`config.mk`:
```
export PLATFORM = sky130hd
export DESIGN_NAME = hvtx_demod
export DESIGN_NICKNAME = d
export VERILOG_FILES = /design/src/rtl/hvtx_pkg.sv /design/src/rtl/hvtx_tmds_align.sv /design/src/rtl/hvtx_demod.sv
export SDC_FILE = /design/constraint.sdc
export NUM_CORES = 1
export LEC_CHECK = 0
export BUFFER_PORTS_ARGS = -buffer_cell sky130_fd_sc_hd__buf_4
export CAP_MARGIN = 20
export CORE_ASPECT_RATIO = 1.25
export CORE_MARGIN = 2
export CORE_UTILIZATION = 50
export DETAILED_ROUTE_END_ITERATION = 8
export PLACE_DENSITY = 0.75
export SLEW_MARGIN = 0
export SYNTH_ARGS = -nofsm -noshare
export SYNTH_HDL_FRONTEND = slang
export SYNTH_SLANG_ARGS = --single-unit
```
`constraint.sdc`:
```
create_clock -name i_clk -period 2.6 [get_ports i_clk]
set_input_delay 0.65 -clock i_clk [delete_from_list [all_inputs] [get_ports i_clk]]
set_output_delay 0.65 -clock i_clk [all_outputs]
set_load 0.05 [all_outputs]
```
`src/rtl/hvtx_pkg.sv`:
```
// Shared definitions for the HVTX TMDS receive/demodulation path.
//   - TMDS control-token code words and their 2-bit control values
//   - per-channel alignment state encoding
//   - channel-to-colour byte mapping for the recovered pixel
//   - tmds_decode(): 10-bit data symbol -> 8-bit pixel byte
package hvtx_pkg;

   localparam logic [9:0] TOK_CTL0 = 10'b1101010100;
   localparam logic [9:0] TOK_CTL1 = 10'b0010101011;
   localparam logic [9:0] TOK_CTL2 = 10'b0101010100;
   localparam logic [9:0] TOK_CTL3 = 10'b1010101011;

   typedef enum logic [1:0] {
      ST_SEARCH = 2'd0,
      ST_SLIP   = 2'd1,
      ST_WAIT   = 2'd2,
      ST_LOCKED = 2'd3
   } align_state_e;

   // Channel index feeding each colour byte of the pixel (byte n = bits [8n+7:8n]).
   localparam int CH_BLUE  = 0;
   localparam int CH_GREEN = 1;
   localparam int CH_RED   = 2;
   localparam int NUM_CH   = 3;

   // q[9] undoes the optional inversion, q[8] selects XOR vs XNOR chaining.
   function automatic logic [7:0] tmds_decode(input logic [9:0] q);
      logic [7:0] d;
      logic [7:0] res;
      d      = q[9] ? ~q[7:0] : q[7:0];
      res    = '0;
      res[0] = d[0];
      for (int i = 1; i < 8; i++) begin
         res[i] = q[8] ? (d[i] ^ d[i-1]) : ~(d[i] ^ d[i-1]);
      end
      return res;
   endfunction

endpackage

```
`src/rtl/hvtx_tmds_align.sv`:
```
// One TMDS channel: control-token detector, data decoder and word-alignment FSM.
// Ports:
//   i_clk, i_rst_n  pixel clock, async active-low reset
//   sym             10-bit word from the deserializer (bit 0 first on the wire)
//   bitslip         one-cycle request to shift the deserializer by one bit
//   chan_locked     registered alignment status
//   tok_q           registered: sym was a control token
//   val_q           registered: control value (in [1:0]) for a token, else decoded byte
//
// state     | meaning
// ST_SEARCH | counting consecutive tokens; window counter runs every cycle
// ST_SLIP   | bitslip pulse high for this single cycle
// ST_WAIT   | deserializer settling, input ignored for SLIP_WAIT cycles
// ST_LOCKED | aligned; window counter restarts on every token
module hvtx_tmds_align
   import hvtx_pkg::*;
#(
   parameter int LOCK_RUN      = 8,
   parameter int SEARCH_WINDOW = 4096,
   parameter int SLIP_WAIT     = 16
) (
   input  logic       i_clk,
   input  logic       i_rst_n,
   input  logic [9:0] sym,
   output logic       bitslip,
   output logic       chan_locked,
   output logic       tok_q,
   output logic [7:0] val_q
);

   localparam int RUN_W  = $clog2(LOCK_RUN) + 1;
   localparam int WIN_W  = $clog2(SEARCH_WINDOW) + 1;
   localparam int WAIT_W = $clog2(SLIP_WAIT) + 1;

   localparam logic [RUN_W-1:0]  RUN_TC  = RUN_W'(LOCK_RUN);
   localparam logic [WIN_W-1:0]  WIN_TC  = WIN_W'(SEARCH_WINDOW);
   localparam logic [WAIT_W-1:0] WAIT_TC = WAIT_W'(SLIP_WAIT);

   align_state_e      state, state_nx;
   logic [RUN_W-1:0]  run_cnt, run_nx, run_inc;
   logic [WIN_W-1:0]  win_cnt, win_nx, win_inc;
   logic [WAIT_W-1:0] wait_cnt, wait_nx, wait_inc;
   logic              sym_tok;
   logic [1:0]        sym_ctrl;

   always_comb begin
      sym_tok  = 1'b1;
      sym_ctrl = 2'b00;
      case (sym)
         TOK_CTL0: sym_ctrl = 2'b00;
         TOK_CTL1: sym_ctrl = 2'b01;
         TOK_CTL2: sym_ctrl = 2'b10;
         TOK_CTL3: sym_ctrl = 2'b11;
         default:  sym_tok  = 1'b0;
      endcase
   end

   // Saturating increments; a non-token breaks the run.
   always_comb begin
      win_inc  = (win_cnt == '1) ? win_cnt : win_cnt + 1'b1;
      wait_inc = (wait_cnt == '1) ? wait_cnt : wait_cnt + 1'b1;
      run_inc  = '0;
      if (sym_tok) begin
         run_inc = (run_cnt == '1) ? run_cnt : run_cnt + 1'b1;
      end
   end

   always_comb begin
      state_nx = state;
      run_nx   = run_cnt;
      win_nx   = win_cnt;
      wait_nx  = wait_cnt;
      case (state)
         ST_SEARCH: begin
            run_nx = run_inc;
            win_nx = win_inc;
            // A completed run wins over a window expiry in the same cycle.
            if (run_inc >= RUN_TC) begin
               state_nx = ST_LOCKED;
               run_nx   = '0;
               win_nx   = '0;
            end else if (win_inc >= WIN_TC) begin
               state_nx = ST_SLIP;
            end
         end
         ST_SLIP: begin
            state_nx = ST_WAIT;
            wait_nx  = '0;
         end
         ST_WAIT: begin
            wait_nx = wait_inc;
            if (wait_inc >= WAIT_TC) begin
               state_nx = ST_SEARCH;
               run_nx   = '0;
               win_nx   = '0;
               wait_nx  = '0;
            end
         end
         ST_LOCKED: begin
            win_nx = sym_tok ? '0 : win_inc;
            // Losing tokens drops back to search without slipping.
            if (!sym_tok && (win_inc >= WIN_TC)) begin
               state_nx = ST_SEARCH;
               run_nx   = '0;
               win_nx   = '0;
            end
         end
         default: state_nx = ST_SEARCH;
      endcase
   end

   always_ff @(posedge i_clk or negedge i_rst_n) begin
      if (!i_rst_n) begin
         state       <= ST_SEARCH;
         run_cnt     <= '0;
         win_cnt     <= '0;
         wait_cnt    <= '0;
         bitslip     <= 1'b0;
         chan_locked <= 1'b0;
      end else begin
         state       <= state_nx;
         run_cnt     <= run_nx;
         win_cnt     <= win_nx;
         wait_cnt    <= wait_nx;
         bitslip     <= (state_nx == ST_SLIP);
         chan_locked <= (state_nx == ST_LOCKED);
      end
   end

   always_ff @(posedge i_clk or negedge i_rst_n) begin
      if (!i_rst_n) begin
         tok_q <= 1'b0;
         val_q <= '0;
      end else begin
         tok_q <= sym_tok;
         val_q <= sym_tok ? {6'b0, sym_ctrl} : tmds_decode(sym);
      end
   end

endmodule

```
`src/rtl/hvtx_demod.sv`:
```
// HVTX TMDS demodulator top: three channel aligners, lock AND, sync hold and
// the output register stage (input-to-output latency of two cycles).
// Ports:
//   i_clk, i_rst_n  pixel clock, async active-low reset
//   i_chan_vec      [2:0][9:0] deserialized TMDS words, one per channel
//   o_bitslip       per-channel one-cycle bitslip request
//   o_chan_locked   per-channel alignment status
//   o_locked        all channels aligned
//   o_hs, o_vs      sync recovered from channel 0 control tokens, held during data
//   o_de            data enable (channel 0 carrying data while locked)
//   o_video         recovered pixel {ch2, ch1, ch0}, zero outside data periods
module hvtx_demod
   import hvtx_pkg::*;
#(
   parameter int LOCK_RUN      = 8,
   parameter int SEARCH_WINDOW = 4096,
   parameter int SLIP_WAIT     = 16
) (
   input  logic            i_clk,
   input  logic            i_rst_n,
   input  logic [2:0][9:0] i_chan_vec,
   output logic [2:0]      o_bitslip,
   output logic [2:0]      o_chan_locked,
   output logic            o_locked,
   output logic            o_hs,
   output logic            o_vs,
   output logic            o_de,
   output logic [23:0]     o_video
);

   logic [NUM_CH-1:0]      ch_tok;
   logic [NUM_CH-1:0][7:0] ch_val;
   logic [23:0]            pix_nx;
   logic [23:0]            video_q;
   logic                   de_q;
   logic [1:0]             sync_q;

   for (genvar g = 0; g < NUM_CH; g++) begin : g_chan
      hvtx_tmds_align #(
         .LOCK_RUN      (LOCK_RUN),
         .SEARCH_WINDOW (SEARCH_WINDOW),
         .SLIP_WAIT     (SLIP_WAIT)
      ) u_align (
         .i_clk       (i_clk),
         .i_rst_n     (i_rst_n),
         .sym         (i_chan_vec[g]),
         .bitslip     (o_bitslip[g]),
         .chan_locked (o_chan_locked[g]),
         .tok_q       (ch_tok[g]),
         .val_q       (ch_val[g])
      );
   end

   // A token byte carries no pixel data, so it never leaks into the video bus.
   always_comb begin
      pix_nx = {ch_tok[CH_RED]   ? 8'h00 : ch_val[CH_RED],
                ch_tok[CH_GREEN] ? 8'h00 : ch_val[CH_GREEN],
                ch_tok[CH_BLUE]  ? 8'h00 : ch_val[CH_BLUE]};
   end

   always_ff @(posedge i_clk or negedge i_rst_n) begin
      if (!i_rst_n) begin
         de_q    <= 1'b0;
         video_q <= '0;
         sync_q  <= '0;
      end else begin
         de_q    <= ~ch_tok[CH_BLUE];
         video_q <= ch_tok[CH_BLUE] ? 24'h000000 : pix_nx;
         if (ch_tok[CH_BLUE]) begin
            sync_q <= ch_val[CH_BLUE][1:0];
         end
      end
   end

   // Lock gating is applied after the registers so outputs are forced low in
   // the same cycle any channel loses alignment.
   assign o_locked = &o_chan_locked;
   assign o_de     = o_locked & de_q;
   assign o_video  = o_locked ? video_q : 24'h000000;
   assign o_hs     = o_locked & sync_q[0];
   assign o_vs     = o_locked & sync_q[1];

endmodule

```
# Word level (Yosys, flattened, before mapping)
# Index checks and enable logic that the tools add are counted.
# classes
add_sub_neg,9
order_cmp,9
n_eq_ne,42
n_mux,97
bitwise,49
n_reduce_logical,25
# op_table
op,n
13-bit 2-to-1 mux,15
13-bit one-hot mux with 3 select lines,3
8-bit 2-to-1 mux,8
"10-bit equality test, second input constant",6
4-bit 2-to-1 mux,15
24-bit 2-to-1 mux,2
"13-bit by 1-bit adder with 13-bit output, second input constant",3
"13-bit equality test, second input constant",3
"13-bit >= comparator, second input constant",3
4-bit one-hot mux with 3 select lines,3
"10-bit by 8-bit equality test with 1-bit output, second input constant",3
"10-bit by 9-bit equality test with 1-bit output, second input constant",3
5-bit 2-to-1 mux,6
5-bit one-hot mux with 2 select lines,3
1-bit 2-to-1 mux,24
2-bit 2-to-1 mux,12
8-bit inverter,3
2-bit one-hot mux with 4 select lines,3
1-bit inverter,22
1-bit XOR,21
"2-bit equality test, second input constant",9
2-bit one-hot mux with 3 select lines,3
"5-bit by 1-bit adder with 5-bit output, second input constant",3
"5-bit equality test, second input constant",3
other kinds (15),52
# word_totals
ff_bits,132
inputBits,32
wordCells,258

# Depth between registers and ports, before layout
# depth
word_depth,8
mapped_depth,8
depth_no_buf,7

# Hierarchy
# From an unflattened synthesis, not the netlist that was laid out.
# unflattened
cells_unflattened,701
area_unflattened_um2,7247.0
# modules_own_cells
mod,instances,cells_each,area_each_um2,seq_area_each_um2
hvtx_tmds_align (g_chan[1].u_align ...),2,205,1995.7,875.8
hvtx_tmds_align (g_chan[0].u_align),1,198,2035.7,875.8
hvtx_demod,1,93,1219.9,675.6

# Worst setup path after synthesis
# Ideal clock, no wire load.
# synth_timing
kind,register -> output
from,register g_chan[2].u_align.chan_locked
to,output port o_video[14]
arrival_time_ns,1.778
required_time_ns,1.950
slack_ns,0.172
path_stages_with_launch,5
path_buffers,2
cell_sequence,dfrtp_1 -> and3_1 -> clkbuf_1 -> clkbuf_1 -> and2_1
# synth_between
elab_chain_cells,2
# synth_lines
element,line_no,source
start: declaration,hvtx_tmds_align.sv:26,"output logic chan_locked,"
start signal: assignment,hvtx_tmds_align.sv:126,chan_locked <= (state_nx == ST_LOCKED);
3-bit AND reduction,hvtx_demod.sv:77,assign o_locked = &o_chan_locked;
net o_locked,hvtx_demod.sv:24,"output logic o_locked,"
24-bit 2-to-1 mux,hvtx_demod.sv:79,assign o_video = o_locked ? video_q : 24'h000000;
end: declaration,hvtx_demod.sv:28,output logic [23:0] o_video
# The timed path passes the listed nets, and every way through them passes these cells.

# Worst setup path after layout
# layout_timing
from,register g_chan[2].u_align.chan_locked
to,output port o_video[7]
# layout_between
elab_chain_cells,2
# layout_lines
element,line_no
3-bit AND reduction,hvtx_demod.sv:77
24-bit 2-to-1 mux,hvtx_demod.sv:79
# No other way between the ends.

==> qor.json <==
{
  "floorplan": {
    "number_of_rows_in_the_core_area": 48,
    "io-pin-count": 66,
    "die_area_mm2": 0.0149,
    "die-width_um": 110,
    "start_util_pct": 50.8,
    "fp.dieH_um": 136,
    "core_mm2": 0.0137
  },
  "placed_design": {
    "preCtsSetupSlack_ns": 0.218,
    "gp_congestion": 0.855,
    "dp.final_hpwl_um": 10300,
    "port_buffers": 65
  },
  "global_routing": {
    "grt_pass1_vias": 5258,
    "gr_ovfl_total": 0,
    "grt_pass1_wl_um": 23900,
    "grt_antenna_before_repair": 0,
    "track_usage_pct": 20.4,
    "grt_max_degree": 49
  },
  "clock_network": {
    "post_cts_buffers": 0,
    "cts.htree.levels": 4,
    "cts.sinks": 132,
    "insertion_delay_ns": 0.41,
    "cts_made_buffers": 17,
    "hold_buffers": 0,
    "tritoncts": "built",
    "clk_pin_slew_worst_paths_ns": 0.06,
    "cts_root_buf": "sky130_fd_sc_hd__clkbuf_16",
    "cts_buffer_depth": 2,
    "post_cts.resized_instances": 0
  },
  "synth": {
    "synth_largest_area_cell": "sky130_fd_sc_hd__dfrtp_1",
    "yosysWarningCount": 0,
    "synth_top_area_share_pct": 47.5,
    "synth.avg_cell_area_um2": 10.2,
    "mappedNetlistNets": 736,
    "asyncSetResetFlopFracSynth_pct": 100,
    "synth_seq_area_share_pct": 47.5,
    "synthFlopType": "sky130_fd_sc_hd__dfrtp_1",
    "synth_area_mm2": 0.00696,
    "synth.top_cells.by_area": "sky130_fd_sc_hd__dfrtp_1 (47%), sky130_fd_sc_hd__xnor2_1 (5.8%), sky130_fd_sc_hd__and2_1 (4.4%), sky130_fd_sc_hd__ha_1 (3.8%), sky130_fd_sc_hd__nor2_1 (3.1%)",
    "post_synth_inst_count": 683,
    "postSynthRegisterBits": 132,
    "number_of_distinct_library_cells_after_synthesis": 75,
    "count_of_flip_flops_with_a_built_in_enable_after_synthesis": 0
  },
  "route": {
    "dr.first_iter.drc_count": 367,
    "top_layer": "met4",
    "met2RoutedLength_um": 7340,
    "drt-vias-per-instance": 5.67,
    "route.antenna.remaining_nets": 0,
    "routed-wl-met3_um": 614,
    "drc": 0,
    "wirelength_met1_um": 6240,
    "postRouteWirelength_um": 14400,
    "first_pass_iters": 5,
    "vias": 5314,
    "routed_wire_length_per_instance_um": 15.3
  },
  "sta": {
    "max_slew.worst_pin.slew_ns": 0.518,
    "count_of_endpoints_failing_hold_in_the_final_timing_report": 0,
    "rsz0062_at_grt": "no",
    "min_period_over_period_pct": 88.7,
    "max_slew_margin_pct": 65.3,
    "final_max_slew_viol_count": 0,
    "setup_viol": 0,
    "maxClockFrequency_ghz": 0.434,
    "worst_clock_skew_ns": 0.00984,
    "timing.final.crit_period_ns": 2.31,
    "layout_setup_ws_ns": 0.295,
    "tns_ns": 0
  },
  "worst_setup_path": {
    "criticalPathCategory": "reg -> out",
    "critical_path.startpoint_type": "register",
    "cp_max_fo": 28,
    "setup.worst_path.end_class": "output pin",
    "arrival_ns": 1.66,
    "worst-endpoint-required_ns": 1.95
  },
  "power": {
    "power.switching_w": 0.00126,
    "worst_ir_drop_vdd_mv": 0.439,
    "internal_power_w": 0.00395,
    "seqPwrFrac_pct": 44.0,
    "power.switching_fraction_pct": 24.2,
    "power.combinational.fraction_pct": 9.6,
    "power-per-cell-area_mw_per_mm2": 636,
    "p_leak_nw": 3.72,
    "p_clk_share_pct": 46.4
  },
  "layout": {
    "storage_element_area_mm2": 0.00330,
    "multi_input_comb_area_mm2": 0.00339,
    "post_route_cells_drive_above_1_share_pct": 19.2,
    "area_growth_syn_to_layout_pct": 17.7,
    "final.fill_count": 1095,
    "finalNetCount": 802,
    "insertedDiodeCount": 0
  },
  "worst_hold_path": {
    "timing.hold.worst.class": "in -> async"
  },
  "flow_run": {
    "maxCapViolations": 0
  },
  "outcome": {
    "status": "complete, no violations"
  }
}
## final timing paths
check | end | slack (ns) | start | cells after the start
setup / recovery | o_video[7] | 0.29 | g_chan[2].u_align.chan_locked$_DFF_PN0_ | 4
hold / removal | g_chan[1].u_align.run_cnt[2]$_DFFE_PN0P_ | 0.22 | i_rst_n | 1
setup reg to reg | g_chan[2].u_align.win_cnt[8]$_DFFE_PN0P_ | 0.43 | g_chan[2].u_align.state[0]$_DFF_PN0_ | 7
hold reg to reg | video_q[18]$_DFF_PN0_ | 0.44 | g_chan[2].u_align.val_q[2]$_DFF_PN0_ | 1
max in group asynchronous | g_chan[0].u_align.val_q[4]$_DFF_PN0_ | 1.65 | i_rst_n | 2
min in group i_clk | video_q[18]$_DFF_PN0_ | 0.44 | g_chan[2].u_align.val_q[2]$_DFF_PN0_ | 1
## Yosys cell counts (4+ instances only)
cell type / count
sky130_fd_sc_hd__dfrtp_1: 132
sky130_fd_sc_hd__nor2_1: 58
sky130_fd_sc_hd__and2_1: 49
sky130_fd_sc_hd__xnor2_1: 46
sky130_fd_sc_hd__nand2_1: 36
sky130_fd_sc_hd__nand3_1: 36
sky130_fd_sc_hd__o21ai_0: 32
sky130_fd_sc_hd__inv_1: 28
sky130_fd_sc_hd__ha_1: 21
sky130_fd_sc_hd__nor2b_1: 18
sky130_fd_sc_hd__xor2_1: 14
sky130_fd_sc_hd__a21oi_1: 13
sky130_fd_sc_hd__nand4_1: 13
sky130_fd_sc_hd__clkbuf_1: 12
sky130_fd_sc_hd__and3_1: 11
sky130_fd_sc_hd__nor2_2: 10
sky130_fd_sc_hd__a211oi_1: 8
sky130_fd_sc_hd__a31oi_1: 8
sky130_fd_sc_hd__and4_1: 8
sky130_fd_sc_hd__and4bb_2: 7
sky130_fd_sc_hd__a2111oi_0: 6
sky130_fd_sc_hd__buf_2: 6
sky130_fd_sc_hd__buf_4: 6
sky130_fd_sc_hd__nand2b_1: 6
sky130_fd_sc_hd__nor4_1: 6
sky130_fd_sc_hd__o31ai_1: 6
sky130_fd_sc_hd__a21o_1: 5
sky130_fd_sc_hd__mux2_2: 5
sky130_fd_sc_hd__nor3_1: 5
sky130_fd_sc_hd__mux2i_1: 4
sky130_fd_sc_hd__nand4b_1: 4
sky130_fd_sc_hd__o22ai_1: 4
## critical path: stages, from the launching register on
cell and delay (ns):
sky130_fd_sc_hd__dfrtp_1 0.40, sky130_fd_sc_hd__and3_1 0.17, sky130_fd_sc_hd__buf_4 0.25, sky130_fd_sc_hd__and2_1 0.21
sky130_fd_sc_hd__buf_4 0.21
## power groups by stage
| stage | sequential, W | combinational [W] | clock, W |
|---|---|---|---|
| final | 0.00229 | 0.000500 | 0.00242 |
| after global routing | 0.00231 | 0.000568 | 0.00256 |
| after CTS | 0.00229 | 0.000506 | 0.00246 |
| after detailed placement | 0.00233 | 0.000501 | 0 |
| after global placement | 0.00232 | 0.000481 | 0 |
| after floorplan | 0.00231 | 0.000331 | 0 |
## stage by stage
step | std cells | util (%) | area, um^2 | total power [W] | hold slack (ns)
after floorplan | 683 | - | 6960 | 0.00264 | 0.354
after global placement | 905 | 55.4 | 7580 | 0.00280 | 0.430
after detailed placement | 905 | 55.4 | 7580 | 0.00283 | 0.434
after CTS | 937 | 59.8 | 8190 | 0.00526 | 0.222
after global routing | 937 | 59.8 | 8190 | 0.00544 | 0.243
final | 937 | 59.8 | 8190 | 0.00521 | 0.215
## routing by layer
| metal | vias to the layer above | GRT usage (%) |
|---|---|---|
| met5 | - | 0 |
| met4 | 0 | 7.31 |
| met3 | 15 | 4.84 |
| met2 | 137 | 34.9 |
| met1 | 2618 | 24.8 |
| li1 | 2544 | - |
## flip-flops by register name, indices dropped and copies added (netlist names)
name	flops
de_q	1
g_chan.u_align.bitslip	3
g_chan.u_align.chan_locked	3
g_chan.u_align.run_cnt	12
g_chan.u_align.state	6
g_chan.u_align.tok_q	3
g_chan.u_align.val_q	24
g_chan.u_align.wait_cnt	15
g_chan.u_align.win_cnt	39
sync_q	2
video_q	24
## cell type report
type | instances | share of cell area [%]
inverters | 28 | 1.28
flip-flops and latches | 132 | 40.3
repair buffers | 74 | 6.94
clock buffers | 17 | 5.20
clock inverters | 15 | 2.20
well taps | 175 | 2.67
multi-input cells | 496 | 41.4
## cell families after synthesis
group / share of synthesized area [%]
and+or+nand+nor: 23.4
DFF: 47.5
AOI/OAI and AO/OA: 12.5
xor gates and xnor gates: 7.55
buffers and inverters: 3.85
adders and majority gates: 3.78
muxes: 1.38
## placed cells by master (no fill, tap or decap), drive strengths merged, types with 8 or more instances in the layout
cell type,instances
dfrtp,132
nand2,37
and4,8
clkbuf,17
o21ai,33
nand3,38
a31oi,9
xor2,14
ha,21
nor2b,18
a211oi,9
buf,74
and2,50
and3,11
nor2,68
xnor2,46
nand4,13
a21oi,13
inv,31
No activity file was read; power rests on OpenSTA's default activity.
